File: config.mk
export PLATFORM = sky130hd
export DESIGN_NAME = sram_xfer_controller
export DESIGN_NICKNAME = d
export VERILOG_FILES = /design/src/rtl/sram_xfer_controller.sv
export SDC_FILE = /design/constraint.sdc
export NUM_CORES = 1
export LEC_CHECK = 0
export CORE_MARGIN = 3
export CORE_UTILIZATION = 40
export DETAILED_ROUTE_END_ITERATION = 7
export PLACE_DENSITY_LB_ADDON = 0.3
export SYNTH_ARGS = -nofsm -noshare
export SYNTH_HDL_FRONTEND = slang
export SYNTH_SLANG_ARGS = --single-unit
File: constraint.sdc
create_clock -name clk -period 3.9 [get_ports clk]
set_clock_uncertainty 0.2 [all_clocks]
set_input_delay 0.585 -clock clk [delete_from_list [all_inputs] [get_ports clk]]
set_output_delay 0.585 -clock clk [all_outputs]
set_load 0.05 [all_outputs]
File: src/rtl/sram_xfer_controller.sv
// Address/enable sequencer for the AES SRAM ports: one read, write or read-then-write transfer per start.
// Define SRAM_XFER_PERF_EN to add the stall_cycles performance counter output.
module sram_xfer_controller #(
  parameter int unsigned ADDR_W  = 8,
  parameter int unsigned LEN_MAX = 255
) (
  input  logic              clk,
  input  logic              n_rst,
  input  logic              start,
  input  logic [1:0]        mode,
  input  logic [ADDR_W-1:0] s_addr,
  input  logic [ADDR_W-1:0] d_addr,
  input  logic [ADDR_W-1:0] len,
  input  logic              wr_gate,
  input  logic              stall,
  output logic              r_en,
  output logic              w_en,
  output logic [ADDR_W-1:0] r_addr,
  output logic [ADDR_W-1:0] w_addr,
  output logic              busy,
`ifdef SRAM_XFER_PERF_EN
  output logic [15:0]       stall_cycles,
`endif
  output logic              done
);

  localparam int unsigned PERF_W = 16;
  localparam logic [1:0]  MODE_NONE = 2'b00;
  localparam logic [1:0]  MODE_RW   = 2'b11;

  typedef enum logic [1:0] {
    S_IDLE = 2'd0,
    S_RD   = 2'd1,
    S_WR   = 2'd2,
    S_DONE = 2'd3
  } state_e;

  state_e              state_q, state_d;
  logic [1:0]          mode_q, mode_d;
  logic [ADDR_W-1:0]   s_addr_q, s_addr_d;
  logic [ADDR_W-1:0]   d_addr_q, d_addr_d;
  logic [ADDR_W-1:0]   len_q, len_d;
  logic [ADDR_W-1:0]   cnt_q, cnt_d;
  logic [ADDR_W-1:0]   r_addr_q, r_addr_d;
  logic [ADDR_W-1:0]   w_addr_q, w_addr_d;

  logic [ADDR_W-1:0]   len_cl;
  logic [ADDR_W-1:0]   rd_addr;
  logic [ADDR_W-1:0]   wr_addr;
  logic                rd_fire;
  logic                wr_fire;
  logic                last_beat;
  logic                accept;

  assign len_cl    = (32'(len) > LEN_MAX) ? ADDR_W'(LEN_MAX) : len;
  assign rd_addr   = s_addr_q + cnt_q;
  assign wr_addr   = d_addr_q + cnt_q;
  assign rd_fire   = (state_q == S_RD) && !stall;
  assign wr_fire   = (state_q == S_WR) && wr_gate && !stall;
  assign last_beat = (cnt_q == len_q - ADDR_W'(1));
  assign accept    = (state_q == S_IDLE) && start;

  // State and captured-transfer registers
  always_ff @(posedge clk or negedge n_rst) begin
    if (!n_rst) begin
      state_q  <= S_IDLE;
      mode_q   <= '0;
      s_addr_q <= '0;
      d_addr_q <= '0;
      len_q    <= '0;
      cnt_q    <= '0;
      r_addr_q <= '0;
      w_addr_q <= '0;
    end else begin
      state_q  <= state_d;
      mode_q   <= mode_d;
      s_addr_q <= s_addr_d;
      d_addr_q <= d_addr_d;
      len_q    <= len_d;
      cnt_q    <= cnt_d;
      r_addr_q <= r_addr_d;
      w_addr_q <= w_addr_d;
    end
  end

  // Next-state and datapath update
  always_comb begin
    state_d  = state_q;
    mode_d   = mode_q;
    s_addr_d = s_addr_q;
    d_addr_d = d_addr_q;
    len_d    = len_q;
    cnt_d    = cnt_q;
    r_addr_d = r_addr_q;
    w_addr_d = w_addr_q;
    unique case (state_q)
      S_IDLE: begin
        if (start) begin
          mode_d   = mode;
          s_addr_d = s_addr;
          d_addr_d = d_addr;
          len_d    = len_cl;
          cnt_d    = '0;
          if ((len_cl == '0) || (mode == MODE_NONE)) begin
            state_d = S_DONE;
          end else if (mode[0]) begin
            state_d = S_RD;
          end else begin
            state_d = S_WR;
          end
        end
      end
      S_RD: begin
        r_addr_d = rd_addr;
        if (rd_fire) begin
          cnt_d = cnt_q + ADDR_W'(1);
          if (last_beat) begin
            if (mode_q == MODE_RW) begin
              state_d = S_WR;
              cnt_d   = '0;
            end else begin
              state_d = S_DONE;
            end
          end
        end
      end
      S_WR: begin
        w_addr_d = wr_addr;
        if (wr_fire) begin
          cnt_d = cnt_q + ADDR_W'(1);
          if (last_beat) begin
            state_d = S_DONE;
          end
        end
      end
      S_DONE: begin
        state_d = S_IDLE;
      end
      default: begin
        state_d = S_IDLE;
      end
    endcase
  end

  // SRAM strobes follow stall/wr_gate in the same cycle; addresses hold outside their phase
  always_comb begin
    r_en   = 1'b0;
    w_en   = 1'b0;
    r_addr = r_addr_q;
    w_addr = w_addr_q;
    busy   = (state_q != S_IDLE);
    done   = 1'b0;
    unique case (state_q)
      S_RD: begin
        r_en   = rd_fire;
        r_addr = rd_addr;
      end
      S_WR: begin
        w_en   = wr_fire;
        w_addr = wr_addr;
      end
      S_DONE: begin
        done = 1'b1;
      end
      default: begin
        busy = (state_q != S_IDLE);
      end
    endcase
  end

`ifdef SRAM_XFER_PERF_EN
  logic [PERF_W-1:0] stall_cnt_q, stall_cnt_d;
  logic              suppressed;

  assign suppressed = ((state_q == S_RD) && !rd_fire) || ((state_q == S_WR) && !wr_fire);

  // Saturating count of access cycles lost to stall or a closed write gate
  always_comb begin
    stall_cnt_d = stall_cnt_q;
    if (accept) begin
      stall_cnt_d = '0;
    end else if (suppressed && (stall_cnt_q != {PERF_W{1'b1}})) begin
      stall_cnt_d = stall_cnt_q + PERF_W'(1);
    end
  end

  always_ff @(posedge clk or negedge n_rst) begin
    if (!n_rst) begin
      stall_cnt_q <= '0;
    end else begin
      stall_cnt_q <= stall_cnt_d;
    end
  end

  assign stall_cycles = stall_cnt_q;
`else
  logic unused_accept;
  assign unused_accept = accept;
`endif

endmodule

=== Word-level counts from Yosys, hierarchy flattened ===
Index checks and enable logic that the tools add are counted.

* Register bits: 52
* Latch bits: 0
* RAM bits: 0
* Bits in read-only memories: 0
* Bits of input ports: 31
* Output and inout bits: 20
* Logic and storage cells: 55
* Memories kept: 0

* $add $sub $neg: 4
* Multiply operators: 0
* Div/mod/pow operators: 0
* Magnitude comparators: 0
* Eq/ne operators: 10
* Shifts and indexed selects: 0
* Mux-type cells: 20
* Bitwise operators: 0
* Reductions and logical operators: 13

{| class="wikitable"
|+ Operators by type and width
! cell !! count
|-
| 8-bit 2-to-1 mux || 7
|-
| 8-bit one-hot mux with 3 select lines || 1
|-
| 8-bit adder || 2
|-
| 2-bit 2-to-1 mux || 7
|-
| 2-bit != test (second input constant) || 5
|-
| 8-bit by 1-bit adder with 8-bit output (second input constant) || 1
|-
| 8-bit equality test || 1
|-
| 8-bit logical NOT || 1
|-
| 2-bit one-hot mux with 4 select lines || 1
|-
| 8-bit by 1-bit subtractor with 8-bit output (second input constant) || 1
|-
| 2-bit equality test (second input constant) || 3
|-
| 5-bit AND reduction || 1
|-
| 2-bit logical NOT || 2
|-
| 1-bit 2-to-1 mux || 4
|-
| 4-bit AND reduction || 1
|-
| 1-bit logical AND || 3
|-
| 3-bit nonzero test || 1
|-
| 2-bit by 1-bit equality test with 1-bit output (second input constant) || 1
|-
| 2-bit AND reduction || 1
|-
| 2-bit nonzero test || 1
|-
| 1-bit logical NOT || 1
|-
| 1-bit logical OR || 1
|}

=== Depth between registers and ports, before layout ===
* Word-level depth: 5
* Depth in mapped cells: 10
* Mapped depth without buffers: 10

=== Worst setup path after synthesis ===
No wires, ideal clock.

* Kind: reg-to-output
* From: reg cnt_q[1]
* To: out w_addr[7]
* Arrival: 2554 ps
* Data required time: 3115 ps
* Path slack: 561 ps
* Cell stages (with the launch flop): 9
* Buffers on the path: 0
* Cells stage by stage: dfrtp_1 > ha_1 > a21o_1 > a21oi_1 > nor2b_1 > o21a_1 > o41a_1 > xnor2_1 > a21oi_1

* Word-level cells in the longest chain between the ends: 2

{| class="wikitable"
|+ Ends and longest elaborated chain
! item !! RTL line !! text
|-
| start: declaration || 43 || <nowiki>logic [ADDR_W-1:0] cnt_q, cnt_d;</nowiki>
|-
| start signal: assignment || 80 || <nowiki>cnt_q <= cnt_d;</nowiki>
|-
| 8-bit adder || 57 || <nowiki>assign wr_addr = d_addr_q + cnt_q;</nowiki>
|-
| 8-bit 2-to-1 mux || n/a ||
|-
| end: declaration || 19 || <nowiki>output logic [ADDR_W-1:0] w_addr,</nowiki>
|}

Every way passes these cells.

=== Final worst setup path ===
* From: reg cnt_q[1]
* To: out r_addr[5]

* Word-level cells in the longest chain between the ends: 2

{| class="wikitable"
|+ Ends and longest elaborated chain
! item !! RTL line !! text
|-
| 8-bit adder || 56 || <nowiki>assign rd_addr = s_addr_q + cnt_q;</nowiki>
|-
| 8-bit 2-to-1 mux || 153 || <nowiki>unique case (state_q)</nowiki>
|-
| end: declaration || 18 || <nowiki>output logic [ADDR_W-1:0] r_addr,</nowiki>
|}

Every way passes these cells.

==> impl_summary.txt <==
----------------------------------------------------
[Floorplan]
  Horiz. Die Dim ... approximately 94 um
  Count of standard-cell rows ... 31
  Height of the die ... 93.99 um
  Starting Density ... between 40% and 50%
  Number of placed I/O pins ... 51
  Core footprint ... ~7400 um2
  Overall die area ... 8833 um2

[STA]
  Fmax achieved ... 268.9 MHz
  Hold_ws ... about 41 ps
  Transition time at the pin with the least slew margin ... around 1200 ps
  Setup-failing EPs final ... 0
  Number of failing hold endpoints at the final stage ... 0
  Setup tns final ... 0 ps
  Final count of pins violating max slew ... 0
  RSZ-0062 raised after global routing ... false
  Remaining max-slew budget at the tightest pin ... 22.81%
  Crit path time final ... between 3000 and 4000 ps
  Part of the cycle the worst path needs ... a little over nine tenths

[Final layout]
  Final design utilization ... about 52%
  Post-layout instance count excluding filler cells ... between 400 and 500
  Nets ... between 300 and 400
  Layout cell share with drive strength beyond 1 ... about a fifth
  Number of antenna cells inserted ... 0
  Number of filler cells placed in the layout ... 680
  Synthesis-to-layout area growth ... 24.16%

[Global routing]
  Initial antenna violation count ... 0
  Maximum number of pins on one net before global-route repair ... 31
  Grt ovf ... 0
  All-Layer GR Usage ... approximately 16%
  Via count of the first global-routing pass ... between 2000 and 2500
  Wire length of the first global-routing pass ... around 11000 um

[Clock network]
  CTS tree ... yes
  Number of sinks handled by clock tree synthesis ... 52
  Root buffer cell ... clkbuf_8
  Clock insertion delay at the later pin of the skew report ... a little over 300 ps
  Number of buffers created by CTS ... 5
  Deepest level of the CTS H-tree ... 2
  Clock slew seen by the registers of the worst setup and hold paths ... 100 ps
  Maximum buffer depth of the clock tree ... 2
  Count of hold buffers inserted by post-cts repair ... 0

[Routing]
  Drt first pass iters ... 4
  Routed vias/inst ... 5.211
  DR iter-0 viols ... 66
  Routed wire length ... between 6000 and 7000 um
  Via count ... between 2000 and 2500
  Remaining DRCs ... 0
  Antenna-violating nets left ... 0
  Average detailed-routed wire length per instance ... around 15 um

[Power]
  IR Drop Worst-Case VDD ... approximately 0.00046 V
  Switching part of the total power ... between 40 and 50%
  Overall power after layout ... between 3 and 4 mW
  Leakage ... about 1.7 nW
  Fraction of power consumed by the clock network ... roughly 13%
  Power per cell area ... roughly 910 nW/um2
  Internal Dissipation ... 1.909 mW
  Relative contribution of sequential cells to total power ... between 20% and 30%
  Power spent charging and discharging nets ... 1.599 mW
  Fraction of power consumed by combinational cells ... 59.9%

[Setup path]
  Arrival time reported for the critical path endpoint ... around 2900 ps
  Critical path endpoint category ... primary output
  Kind of launch point of the worst setup path ... flop
  Required time of the worst setup path ... about 3100 ps
  Crit Path Category ... flop to primary output
  Crit Path Max Fanout ... 6

[Placed design]
  Number of cells after detailed placement ... between 400 and 500
  # port buffers ... 50
  Gpl congestion ... about 0.81
  Post-detail-place hpwl ... around 4900 um

[Logic synthesis]
  Top flip-flop cell by instance count after synthesis ... dfrtp_1
  Cell with the most instances after synthesis ... dfrtp_1
  Fraction of registers with async set or reset after synthesis ... 100.0%
  Synth Warn # ... 0
  Number of instances in the synthesized netlist ... 282
  Summed instance area of the synthesized netlist ... around 3100 um2
  Total nets after synthesis ... between 300 and 400
  Count of state elements after synthesis ... 52
  Number of distinct library cell variants in the gate-level netlist after synthesis ... 56
  Cell types occupying the most area after synthesis ... dfrtp_1 (42%), mux2_2 (13%), ha_1 (8.9%)
  Part of the Yosys area used for sequential elements ... a little over two fifths
  Post-synth top cells ... dfrtp_1 (52), mux2_2 (37), ha_1 (22), nand2_1 (17), inv_1 (15)
  Top cell type's share of synthesized area ... between 40% and 50%
  Cell taking the most area after synthesis ... dfrtp_1
  EDFF count, synth ... 0
  Syn_area_per_cell ... around 11 um2

[Min path]
  Path category of the worst min-delay check ... input pin to asynchronous set/reset pin

[Status]
  Status ... complete, no violations

[Job]
  Number of violations of the max-capacitance limit ... 0

----------------------------------------------------
## power groups by stage
stage / logic (mW) / registers, mW / clock network (mW)
6_report: 2.10 / 0.961 / 0.445
5_1_grt: 2.28 / 0.994 / 0.477
4_1_cts: 2.13 / 0.963 / 0.458
3_5_place_dp: 2.13 / 0.976 / 0
3_3_place_gp: 2.11 / 0.966 / 0
2_1_floorplan: 1.59 / 0.918 / 0
## path summary, 6_finish.rpt
path                                       startpoint               endpoint  slack, ps  cells after the start
worst min register to register  w_addr_q[5]$_DFF_PN0_  w_addr_q[5]$_DFF_PN0_        300                      1
worst max register to register   len_q[0]$_DFFE_PN0P_   cnt_q[4]$_DFFE_PN0P_       1290                      8
worst min-delay path                            n_rst   len_q[0]$_DFFE_PN0P_         40                      1
min in group clk                w_addr_q[5]$_DFF_PN0_  w_addr_q[5]$_DFF_PN0_        300                      1
worst max-delay path             cnt_q[1]$_DFFE_PN0P_              r_addr[5]        180                      9
max in group asynchronous                       n_rst  r_addr_q[7]$_DFF_PN0_       2670                      2
## area by class of cell
class                           instances  area (um2)  share of cell area [%]
Clock inverter                          3       68.82                   1.790
Clock buffer                            5       68.82                   1.790
Tap cell                               99       123.9                   3.222
Multi-Input combinational cell        208        1708                   44.42
Sequential cell                        52        1301                   33.84
Inverter                               15       56.30                   1.464
Timing Repair Buffer                   53       518.0                   13.47
## layer usage
layer	share of wire, %	global-route usage, %	vias up
li1	-	-	1099
met1	44	20.49	1115
met2	50	27.03	47
met3	5.1	3.205	6
met4	0.93	3.610	0
met5	0	0	-
## registers in the layout, indices dropped and copies added, names as in the netlist
name	cells
w_addr_q	8
r_addr_q	8
d_addr_q	8
mode_q	2
s_addr_q	8
len_q	8
cnt_q	8
state_q	2
## stage by stage
stage / setup WS, ps / area, um2
floorplan: 560.9 / 3097
global placement: 413.8 / 3702
detailed placement: 339.6 / 3702
CTS: 111.5 / 3837
global route: 26.20 / 3845
finish: 181.6 / 3845
## cells in the final DEF (no fill, tap or decap), drive strengths merged, types with 2 or more instances in the layout
master,count
nand3,3
nor2,16
o41a,2
xnor2,15
mux2,38
or2,2
nand4,2
nand2b,5
a31oi,2
o21ai,14
clkdlybuf4s50,42
a21boi,2
clkbuf,5
and2,3
a21o,5
dlygate4sd2,2
o22ai,2
nand2,18
dlymetal6s2s,3
inv,16
a21oi,11
a211oi,2
o211ai,2
dfrtp,52
o21a,2
xor2,6
ha,22
nor4,3
fa,2
nor3,7
nor2b,6
bufinv,2
mux2i,3
buf,6
## what timing repair did
item                       4_1_cts  5_1_grt
setup endpoints to repair        2        3
gates resized for setup          2        3
setup buffers                    0        0
## worst max-delay path, cell delays in order, from the launching register on
cell and delay (ps):
dfrtp_1 470, ha_1 300, a21o_1 160, a21oi_1 220, nor2b_1 80, o21a_1 180, nor2_1 110, xnor2_1 130
mux2_2 180, clkdlybuf4s50_1 790
## kinds of logic after synthesis
group | after synthesis | synth area share (%)
flip-flops | 52 | 42.02
XOR/XNOR | 21 | 6.182
AND/OR/NAND/NOR | 72 | 12.24
buffers and inverters | 22 | 2.828
adder cells (fa/ha/maj) | 24 | 10.18
multiplexers | 41 | 14.91
AO/OA/AOI/OAI | 50 | 11.64
Power figures use the tool's default switching activity.
